**config.mk**
```make
export PLATFORM = sky130hd
export DESIGN_NAME = irq_ctrl
export DESIGN_NICKNAME = d
export VERILOG_FILES = /design/src/rtl/irq_defs.sv /design/src/rtl/irq_prio_enc.sv /design/src/rtl/irq_ctrl.sv
export SDC_FILE = /design/constraint.sdc
export NUM_CORES = 1
export LEC_CHECK = 0
export ABC_AREA = 0
export BUFFER_PORTS_ARGS = -buffer_cell sky130_fd_sc_hd__buf_2
export CAP_MARGIN = 20
export CORE_UTILIZATION = 38
export CTS_CLUSTER_SIZE = 14
export DETAILED_ROUTE_END_ITERATION = 8
export HOLD_SLACK_MARGIN = 0.1
export PLACE_DENSITY = 0.84
export SETUP_SLACK_MARGIN = 0.4
export SLEW_MARGIN = 20
export SYNTH_ARGS = -nofsm -noshare
export SYNTH_HDL_FRONTEND = slang
export SYNTH_HIERARCHICAL = 1
export SYNTH_SLANG_ARGS = --single-unit
export TNS_END_PERCENT = 50
```
**constraint.sdc**
```tcl
create_clock -name clk -period 1.7 [get_ports clk]
set_input_delay 0.255 -clock clk [delete_from_list [all_inputs] [get_ports clk]]
set_output_delay 0.255 -clock clk [all_outputs]
set_load 0.03 [all_outputs]
```
**src/rtl/irq_defs.sv**
```systemverilog
// Shared definitions for the interrupt controller: sizes, vector base and FSM states.
package irq_defs;

  localparam int unsigned N_IRQ_DEF = 4;
  localparam int unsigned ID_W      = 2;
  localparam int unsigned PC_W      = 10;
  localparam logic [PC_W-1:0] VEC_BASE_DEF = 10'd1008;

  typedef enum logic [1:0] {
    ST_IDLE    = 2'd0,
    ST_SERVICE = 2'd1,
    ST_RETURN  = 2'd2
  } state_t;

  // Vector table entries are 4 words apart.
  function automatic logic [PC_W-1:0] vec_addr(input logic [PC_W-1:0] base,
                                               input logic [ID_W-1:0] id);
    vec_addr = PC_W'(base + PC_W'({id, 2'b00}));
  endfunction

endpackage

```
**src/rtl/irq_prio_enc.sv**
```systemverilog
// Fixed-priority encoder: lowest set request index wins.
module irq_prio_enc
  import irq_defs::*;
(
  input  logic [3:0]      req,
  output logic [ID_W-1:0] idx,
  output logic            valid
);

  always_comb begin
    idx   = '0;
    valid = 1'b1;
    if (req[0])      idx = 2'd0;
    else if (req[1]) idx = 2'd1;
    else if (req[2]) idx = 2'd2;
    else if (req[3]) idx = 2'd3;
    else             valid = 1'b0;
  end

endmodule

```
**src/rtl/irq_ctrl.sv**
```systemverilog
// Vectored interrupt controller with return-address stack handshake.
// Define IRQ_CTRL_EDGE_EN for rising-edge request capture (default: level).
module irq_ctrl
  import irq_defs::*;
#(
  parameter logic [PC_W-1:0] VEC_BASE = VEC_BASE_DEF,
  parameter int unsigned     N_IRQ    = N_IRQ_DEF
) (
  input  logic             clk,
  input  logic             reset,
  input  logic [N_IRQ-1:0] irq,
  input  logic             ie,
  input  logic             mask_we,
  input  logic [N_IRQ-1:0] mask_wd,
  input  logic [PC_W-1:0]  pc_next,
  input  logic             reti,
  input  logic [PC_W-1:0]  pop_data,
  output logic             push,
  output logic [PC_W-1:0]  push_data,
  output logic             pop,
  output logic             pc_sel,
  output logic [PC_W-1:0]  pc_vector,
  output logic             stall,
  output logic             in_service,
  output logic [ID_W-1:0]  cur_id,
  output logic [N_IRQ-1:0] pending_o
);

  state_t           state;
  logic [N_IRQ-1:0] pending;
  logic [N_IRQ-1:0] mask;
  logic [N_IRQ-1:0] set_vec;
  logic [N_IRQ-1:0] clr_vec;
  logic [ID_W-1:0]  win_idx;
  logic             win_vld;
  logic             take;

  irq_prio_enc u_prio (
    .req   (pending & mask),
    .idx   (win_idx),
    .valid (win_vld)
  );

`ifdef IRQ_CTRL_EDGE_EN
  logic [N_IRQ-1:0] irq_hist;

  always_ff @(posedge clk or posedge reset) begin
    if (reset) irq_hist <= '0;
    else       irq_hist <= irq;
  end

  assign set_vec = irq & ~irq_hist;
`else
  assign set_vec = irq;
`endif

  assign take    = !reset && (state == ST_IDLE) && ie && win_vld;
  assign clr_vec = take ? N_IRQ'(N_IRQ'(1) << win_idx) : '0;

  // Clear of the winning bit takes precedence over a same-edge set.
  always_ff @(posedge clk or posedge reset) begin
    if (reset) begin
      state   <= ST_IDLE;
      pending <= '0;
      mask    <= '0;
      cur_id  <= '0;
    end else begin
      pending <= (pending | set_vec) & ~clr_vec;
      if (mask_we) mask <= mask_wd;
      case (state)
        ST_IDLE: begin
          if (take) begin
            cur_id <= win_idx;
            state  <= ST_SERVICE;
          end
        end
        ST_SERVICE: if (reti) state <= ST_RETURN;
        ST_RETURN:  state <= ST_IDLE;
        default:    state <= ST_IDLE;
      endcase
    end
  end

  // Same-cycle CPU control: vector on take, stack pop on reti, restore in RETURN.
  always_comb begin
    push      = 1'b0;
    push_data = '0;
    pop       = 1'b0;
    stall     = 1'b0;
    pc_sel    = 1'b0;
    pc_vector = '0;
    if (!reset) begin
      case (state)
        ST_IDLE: begin
          if (take) begin
            push      = 1'b1;
            push_data = pc_next;
            pc_sel    = 1'b1;
            pc_vector = vec_addr(VEC_BASE, win_idx);
          end
        end
        ST_SERVICE: begin
          if (reti) begin
            pop   = 1'b1;
            stall = 1'b1;
          end
        end
        ST_RETURN: begin
          pc_sel    = 1'b1;
          pc_vector = pop_data;
        end
        default: ;
      endcase
    end
  end

  assign in_service = (state == ST_SERVICE) || (state == ST_RETURN);
  assign pending_o  = pending;

endmodule

```
-- Word level (Yosys, flattened, before mapping)
Index checks and enable logic that the tools add are counted.
- logic and storage cells: 48
- latch bits: 0
- input port bits: 33
- memory bits (read-only): 0
- bits in writable memories: 0
- memories: 0
- register bits after elaboration: 12
- order comparisons: 0
- reductions and logical operators: 8
- bitwise operators: 4
- add/sub/neg operators: 1
- div/mod/pow operators: 0
- shifts and indexed selects: 1
- multiply operators: 0
- multiplexer cells: 26
- eq/ne operators: 4
- operators by type and width (kind ; number):
    10-bit two-way mux ; 5
    10-bit case mux with 2 select lines ; 1
    2-bit two-way mux ; 6
    1-bit two-way mux ; 11
    4-bit AND ; 2
    5-bit by 5-bit adder with 6-bit output, first input constant ; 1
    4-bit two-way mux ; 1
    2-bit inequality test, second input constant ; 2
    4-bit inverter ; 1
    4-bit bitwise OR ; 1
    2-bit case mux with 2 select lines ; 1
    2-bit AND reduction ; 2
    1-bit by 2-bit left shift with 4-bit output, first input constant ; 1
    1-bit logical AND ; 3
    2-bit by 1-bit equality test with 1-bit output, second input constant ; 1
    2-bit equality test, second input constant ; 1
    2-bit zero test ; 1
    1-bit case mux with 2 select lines ; 1
    1-bit zero test ; 1
    1-bit logical OR ; 1

-- Longest topological paths before layout
Gate-level depths: netlist of run 1.
- depth after elaboration: 9
- mapped depth: 7

-- By module
Netlist of run 1, hierarchy kept.
- by module, submodules not included (module ; instances ; area each (um^2) ; cells each ; seq. area each (um^2)):
    irq_ctrl ; 1 ; 758.2 ; 80 ; 300.3
    irq_prio_enc ; 1 ; 35.0 ; 7 ; 0.0

-- Worst setup path after synthesis of run 1
Ideal clock, no wire load.
- path kind: flip-flop to output port
- start: register pending[0] (netlist: pending_o[0])
- end: output push_data[1]
- data arrival time: 1639 ps
- data required time: 1445 ps
- path buffers: 1
- path slack: -194 ps
- stages on the path, launching flop included: 8
- cells stage by stage: dfrtp_1 > and2_1 > nor2_1 > nand2_1 > nand4b_4 > inv_2 > buf_6 > and2_1
- word-level cells in the longest chain between the ends: 6
- RTL lines (element ; RTL line ; source):
    start: declaration ; irq_ctrl.sv:30 ; logic [N_IRQ-1:0] pending;
    start signal: assignment ; irq_ctrl.sv:68 ; pending <= (pending | set_vec) & ~clr_vec;
    4-bit AND ; irq_ctrl.sv:39 ; .req (pending & mask),
    1-bit two-way mux ; irq_prio_enc.sv:13 ; if (req[0]) idx = 2'd0;
    named net win_vld ; irq_ctrl.sv:35 ; logic win_vld;
    1-bit logical AND ; irq_ctrl.sv:57 ; assign take = !reset && (state == ST_IDLE) && ie && win_vld;
    10-bit two-way mux ; irq_ctrl.sv:95 ; if (take) begin
    10-bit two-way mux ; irq_ctrl.sv:93 ; case (state)
    10-bit two-way mux ; irq_ctrl.sv:92 ; if (!reset) begin
    end: declaration ; irq_ctrl.sv:19 ; output logic [PC_W-1:0] push_data,
The timed path passes the listed nets, and every way through them passes these cells.

-- Worst setup path after layout of run 1
- start: register mask[2]
- end: output pc_sel
- word-level cells in the longest chain between the ends: 8
- RTL lines (element ; RTL line ; source):
    start: declaration ; irq_ctrl.sv:31 ; logic [N_IRQ-1:0] mask;
    start signal: assignment ; irq_ctrl.sv:69 ; if (mask_we) mask <= mask_wd;
    4-bit AND ; irq_ctrl.sv:39 ;
    1-bit two-way mux ; irq_prio_enc.sv:15 ; else if (req[2]) idx = 2'd2;
    1-bit two-way mux ; irq_prio_enc.sv:14 ; else if (req[1]) idx = 2'd1;
    1-bit two-way mux ; irq_prio_enc.sv:13 ;
    named net win_vld ; irq_ctrl.sv:35 ;
    1-bit logical AND ; irq_ctrl.sv:57 ;
    1-bit two-way mux ; irq_ctrl.sv:95 ;
    1-bit case mux with 2 select lines ; irq_ctrl.sv:93 ;
    1-bit two-way mux ; irq_ctrl.sv:92 ;
    end: declaration ; irq_ctrl.sv:21 ; output logic pc_sel,
The timed path passes the listed nets, and every way through them passes these cells.

==> results of run 1 <==
## registers in the layout, indices dropped and copies added, names as in the netlist
| signal | count |
|---|---|
| pending_o | 4 |
| mask | 4 |
| cur_id | 2 |
| state | 2 |
## stage by stage
stage	instances	util [%]	TNS [ns]	power, mW
finish	200	84.8	-2.89	2.08
global route	200	84.8	-4.16	2.18
CTS	193	79.7	-1.71	1.94
detailed placement	179	62.2	0	1.40
global placement	179	62.2	0	1.36
floorplan	87	-	0	1.12
## per-layer routing
layer | part of all wire, % | global-route usage, %
met2 | 54 | 44.6
met3 | 4.6 | 2.64
met4 | 3.7 | 12.2
met1 | 37 | 27.1
met5 | 0 | 0
## report_power, final
group,internal [mW],total [mW],switching [mW],leakage [nW]
registers,0.355,0.407,0.0519,0.131
logic,0.716,1.49,0.775,0.729
clock network,0.0823,0.180,0.0977,0.0138
## final cells by class
cell class,count,area [µm²],area share (%)
timing repair inverter,1,6.26,0.376
tap,27,33.8,2.03
timing repair buffer,84,651,39.1
multi-input combinational,68,621,37.3
inverter,5,23.8,1.43
sequential,12,307,18.4
clock buffer,3,22.5,1.35
## what timing repair did
action                                  4_1_cts  5_1_grt
gates cloned                                  2        0
endpoints found under the setup margin       33       33
setup buffers                                 8        7
hold buffers                                  1        0
resized for setup                            75       15
pin swaps                                     5        8
endpoints found under the hold margin        12        0
## cell families (layout without fill, tap and decap cells)
kind of cell,after synthesis,after routing
compound gates,6,6
simple gates,50,51
flops,12,12
buf+inv,8,93
fa+ha+maj,5,5
mux,6,6
## cell usage in the layout (no fill, tap or decap)
cell and instances:
clkinv_4 1, buf_4 15, inv_4 1, inv_2 2, buf_6 30, and2b_1 1
or2_4 1, and2_4 15, a21oi_2 2, clkbuf_4 3, dlygate4sd3_1 1, nand2_2 8
ha_4 3, ha_1 2, dfrtp_2 5, mux2_2 4, nor2_1 1, nor2b_2 1
nand2b_1 1, buf_2 38, nand2_4 4, mux2_4 2, nand4b_4 1, and2b_2 1
dfrtp_1 7, nor2_4 2, o22a_1 2, a31oi_1 1, nand3b_1 1, and2_1 1
o32a_2 1, nor3_2 1, nand2_1 11, inv_1 2, and3_4 1
## final timing paths
kind | from | endpoint | slack (ns) | depth (start not counted)
worst max-delay path | mask[2] | pc_sel | -0.20 | 7
worst min-delay path | mask_wd[0] | mask[0] | 0.21 | 2
worst max register to register | pending_o[0] | pending_o[0] | 0.05 | 7
worst min register to register | cur_id[1] | cur_id[1] | 0.50 | 2
max in group asynchronous | reset | pending_o[3] | 0.95 | 4
min in group asynchronous | reset | state[0] | 0.58 | 4
==> metrics.csv, run 1 <==
stage,metric,value,unit
layout,filler cell count,113,
timing,Clock Skews,0.00103,ns
timing,RSZ-0062 raised after global routing,true,
placed_design,Post-Place Cell Area,1220,µm²
drt,initial DRC count,12,
timing,final setup fails,22,
drt,Pre-antenna DRT Iters,4,
worst_setup_path,CP Cell Sequence,"and2_4, nor2_4, nand2_2, nand4b_4, inv_4, or2_4, buf_6",
synthesis,top-area cell type share of the netlist area,37.9,%
worst_setup_path,CP Max Fanout,7,
synthesis,Cells after Synth,87,
worst_setup_path,CP Class,flip-flop to primary output,
synthesis,Post-Synth Simple-Gate Area,34.2,%
timing,Final Hold Vio Count,0,
synthesis,Avg Inst Size Synth,9.12,µm²
drt,routed wire length per instance,15.8,µm
synthesis,XOR/XNOR Fraction of Synth Area,0,%
synthesis,"area leader, netlist",dfrtp_1,
clocking,Clock Sinks,12,
hold_path,worst hold path class,primary input to flip-flop,
worst_setup_path,Setup crit start kind,flip-flop,
global_routing,largest net degree at the start of global routing,13,
timing,fmax,0.525,GHz
die,Top Ports,64,
worst_setup_path,"CP delay by family, top",simple AND/OR/NAND/NOR gates,
run_status,failing checks,setup timing,
synthesis,synthesized area,793,µm²
layout,share of cells above drive strength 1,82.1,%
layout,Layout area overhead,110,%
die,Initial Util,40.4,%
flow_run,max cap viols,0,
clocking,Clock transition at path regs,0.07,ns
drt,WL final,3.15,mm
drt,vias per inst,5.00,
synthesis,Post-synth top cells,"nand2_1, and2_1, dfrtp_1",
die,die width,47.7,µm
clocking,CTS tree,built,
clocking,htree depth,1,
synthesis,top-count cell post-synth,nand2_1,
drt,drt drc,0,
synthesis,Seq cells post-synth,12,
layout,number of diodes,0,
synthesis,combinational family with the most area after synthesis,simple AND/OR/NAND/NOR gates,
synthesis,Post-synth EDFFs,0,
power_and_ir_drop,PD cells,1250,nW/µm²
die,core area,1960,µm²
synthesis,library cells used by synthesis,26,
synthesis,Syn Nets,125,
worst_setup_path,Worst Path Required,1.44,ns
timing,PnR worst setup slack,-0.205,ns
global_routing,total grt overflow,0,
timing,fin crit period,1.90,ns
clocking,insertion delay to the later sink of the worst-skew pair,0.28,ns
global_routing,vias in the first global route,936,
timing,Hold Slack,0.208,ns
placed_design,pre-CTS setup slack,0.0186,ns
drt,routed vias,1000,
die,die height,47.7,µm
clocking,CTS root buf,clkbuf_4,
clocking,CTS buffer count,3,
synthesis,top_reg_cell synth,dfrtp_1,
global_routing,global-route wire length before repair,3.79,mm
worst_setup_path,Crit path largest cell delay,0.39,ns
layout,Layout Nets,213,
placed_design,Placer Congestion,0.819,
synthesis,synth top area cells,"dfrtp_1, and2_1, nand2_1",
global_routing,antenna violations before repair,0,
timing,fin crit share,112,%
die,die area,2270,µm²
run_status,status,"complete, but fails checks",
drt,"antenna viol nets, final",0,
layout,fin area,1660,µm²
global_routing,Overall Global Routing Usage,24.2,%
timing,Max Slew Vio Count,0,
synthesis,Adder-Cell Fraction of Synth Area,7.89,%
synthesis,post-synthesis async set-or-reset flop share,100,%
worst_setup_path,Critical Path AT,1.65,ns
power_and_ir_drop,Leak Pwr,0.874,nW
die,# rows,16,
worst_setup_path,"slowest stage cell, crit path",dfrtp_1,
clocking,CTS max path bufs,2,
synthesis,Ys Warns,6,
placed_design,IO Port Bufs,63,
synthesis,Compound-Gate Fraction of Synth Area,6.15,%
power_and_ir_drop,Worst IR Drop VDD,1.17,mV
placed_design,DP Wirelength,1.78,mm
synthesis,post-synthesis mux area share,8.52,%
timing,Least-Margin Pin Slew,0.361,ns
worst_setup_path,critical path buffer and inverter count,2,
synthesis,share of the yosys chip area belonging to registers,37.9,%
worst_setup_path,critical path endpoint category,primary output,
timing,max_slew headroom,75.8,%
No activity file was read; power rests on OpenSTA's default activity.
==> run 2: changes to the inputs <==
- PLACE_DENSITY: 0.84 -> unset
- PLACE_DENSITY_LB_ADDON: unset -> 0.15
==> metrics.csv, run 2 (synthesized netlist as in run 1, its figures left out) <==
stage,metric,value,unit,change
drt,Pre-antenna DRT Iters,4,,unchanged
worst_setup_path,"CP delay by family, top",simple AND/OR/NAND/NOR gates,,unchanged
drt,routed vias,903,,was 1000
global_routing,total grt overflow,0,,unchanged
timing,Hold Slack,0.213,ns,was 0.208 ns
placed_design,Placer Congestion,0.738,,was 0.819
timing,Max Slew Vio Count,0,,unchanged
worst_setup_path,Crit path largest cell delay,0.40,ns,was 0.39 ns
drt,"antenna viol nets, final",0,,unchanged
worst_setup_path,critical path endpoint category,primary output,,unchanged
clocking,Clock Sinks,12,,unchanged
die,die area,2270,µm²,unchanged
layout,most frequent cells in the layout,"buf_2, buf_6, buf_4",,"was buf_2, buf_6, and2_4, buf_4, nand2_1"
power_and_ir_drop,clock power share,9.4,%,was 8.7%
layout,number of diodes,0,,unchanged
die,Initial Util,40.4,%,unchanged
worst_setup_path,CP Max Fanout,7,,unchanged
die,Top Ports,64,,unchanged
worst_setup_path,Critical Path AT,1.58,ns,was 1.65 ns
power_and_ir_drop,Worst IR Drop VDD,0.994,mV,was 1.17 mV
power_and_ir_drop,PD cells,1230,nW/µm²,was 1250 nW/µm²
worst_setup_path,critical path buffer and inverter count,2,,unchanged
run_status,status,"complete, but fails checks",,unchanged
worst_setup_path,Worst Reg-to-Reg Cells,8,,was 7
hold_path,hold endpoint,mask[3],,was mask[0]
timing,fmax,0.544,GHz,was 0.525 GHz
power_and_ir_drop,Seq pwr share,20.7,%,was 19.6%
die,die height,47.7,µm,unchanged
placed_design,DP Wirelength,1.66,mm,was 1.78 mm
global_routing,global-route wire length before repair,3.62,mm,was 3.79 mm
drt,vias per inst,4.58,,was 5.00
power_and_ir_drop,power share of the combinational group,69.9,%,was 71.8%
drt,top routing layer in use,met4,,unchanged
run_status,failing checks,setup timing,,unchanged
timing,PnR worst setup slack,-0.137,ns,was -0.205 ns
drt,WL final,2.50,mm,was 3.15 mm
worst_setup_path,FF-to-FF Start,pending_o[3],,was pending_o[0]
hold_path,Worst Hold Launch,mask_wd[3],,was mask_wd[0]
global_routing,largest net degree at the start of global routing,13,,unchanged
worst_setup_path,Critical Path Stages,7,,unchanged
timing,max_slew headroom,76.0,%,was 75.8%
clocking,Clock transition at path regs,0.07,ns,about the same
clocking,htree depth,1,,unchanged
clocking,CTS root buf,clkbuf_4,,unchanged
timing,fin crit period,1.84,ns,was 1.90 ns
timing,fin crit share,108,%,was 112%
worst_setup_path,"slowest stage cell, crit path",dfrtp_2,,was dfrtp_1
timing,RSZ-0062 raised after global routing,true,,unchanged
global_routing,vias in the first global route,846,,was 936
worst_setup_path,Setup crit start kind,flip-flop,,unchanged
timing,Final Hold Vio Count,0,,unchanged
drt,drt drc,0,,unchanged
clocking,CTS tree,built,,unchanged
hold_path,worst hold stages,2,,unchanged
clocking,insertion delay to the later sink of the worst-skew pair,0.27,ns,was 0.28 ns
worst_setup_path,Worst Path Required,1.44,ns,about the same
flow_run,max cap viols,0,,unchanged
drt,met3 wire len,148,µm,was 145 µm
layout,Layout Nets,209,,was 213
power_and_ir_drop,internal power,1.09,mW,was 1.15 mW
die,die width,47.7,µm,unchanged
die,core area,1960,µm²,unchanged
power_and_ir_drop,Leak Pwr,0.855,nW,was 0.874 nW
global_routing,Overall Global Routing Usage,23.1,%,was 24.2%
die,# rows,16,,unchanged
worst_setup_path,r2r setup slk,0.11,ns,was 0.05 ns
layout,share of cells above drive strength 1,78.8,%,was 82.1%
worst_setup_path,CP Cell Sequence,"and2_4, nor2_4, nand2_2, nand4b_4, inv_4, or2_4, buf_6",,unchanged
layout,Final Util,81.4,%,was 84.8%
hold_path,worst hold path class,primary input to flip-flop,,unchanged
placed_design,IO Port Bufs,63,,unchanged
drt,Met2 Wirelength,1.28,mm,was 1.71 mm
drt,DRT met1 WL,1.05,mm,was 1.18 mm
layout,Layout area overhead,101,%,was 110%
worst_setup_path,r2r endpoint,state[1],,was pending_o[0]
worst_setup_path,CP Class,flip-flop to primary output,,unchanged
global_routing,antenna violations before repair,0,,unchanged
drt,routed wire length per instance,12.7,µm,was 15.8 µm
timing,final setup fails,20,,was 22
clocking,CTS max path bufs,2,,unchanged
drt,initial DRC count,6,,was 12
power_and_ir_drop,sw power,0.865,mW,was 0.925 mW
power_and_ir_drop,Sw Share,44.2,%,was 44.5%
timing,Least-Margin Pin Slew,0.357,ns,was 0.361 ns
layout,"most common cell after layout, fill and taps aside",buf_2,,unchanged
clocking,CTS buffer count,3,,unchanged
timing,Clock Skews,0.000920,ns,was 0.00103 ns
-- run 2: cell types whose count changed in the layout (fill, tap and decap cells not counted), moves of 2 or more --
cell,delta
buf_2,+2
buf_6,-7
nand2_4,-2
nand2_1,+3
-- run 2: cell type report --
cell class / count / area (µm²)
flip-flops and latches: 12 / 307
repair inverters: 1 / 6.26
inverters: 5 / 23.8
fillers: 124 / 365
clock buffers: 4 / 26.3
multi-input cells: 68 / 611
repair buffers: 80 / 589
well taps: 27 / 33.8
-- run 2: per-stage QoR --
step	std cells	setup TNS [ns]	worst slack [ns]	power [mW]	cell area, µm²
after global placement	180	0	0.105	1.37	1230
after CTS	192	-1.75	-0.156	1.83	1480
after global routing	197	-2.92	-0.191	2.08	1600
after floorplan	87	0	0.0846	1.12	861
final	197	-1.54	-0.137	1.96	1600
after detailed placement	180	0	0.0570	1.39	1230
-- run 2: worst max path at each step --
stage,startpoint,to
final,pending_o[3],pc_sel
after CTS,mask[2],pc_sel
after global routing,state[1],pc_vector[3]
after global placement,pending_o[2],pc_vector[2]
after detailed placement,state[0],pc_vector[2]
after floorplan,pending_o[3],push_data[1]
-- run 2: power groups by stage --
| stage | sequential (mW) | combinational (mW) | clock [mW] |
|---|---|---|---|
| 3_5_place_dp | 0.401 | 0.993 | 0 |
| 4_1_cts | 0.400 | 1.24 | 0.190 |
| 2_1_floorplan | 0.463 | 0.659 | 0 |
| 6_report | 0.405 | 1.37 | 0.185 |
| 3_3_place_gp | 0.395 | 0.971 | 0 |
| 5_1_grt | 0.413 | 1.46 | 0.200 |
-- run 2: what timing repair did --
item	CTS	global route
gates resized for setup	53	23
setup buffers	5	5
pin swaps	6	7
hold endpoints to repair	12	0
hold buffers	1	0
gates cloned	2	0
setup endpoints to repair	31	33
-- run 2: metal layers --
metal  vias to the layer above  track usage, %
li1                        445               -
met1                       411            29.8
met2                        44            40.0
met3                         3            4.15
met4                         0            5.00
met5                         -               0
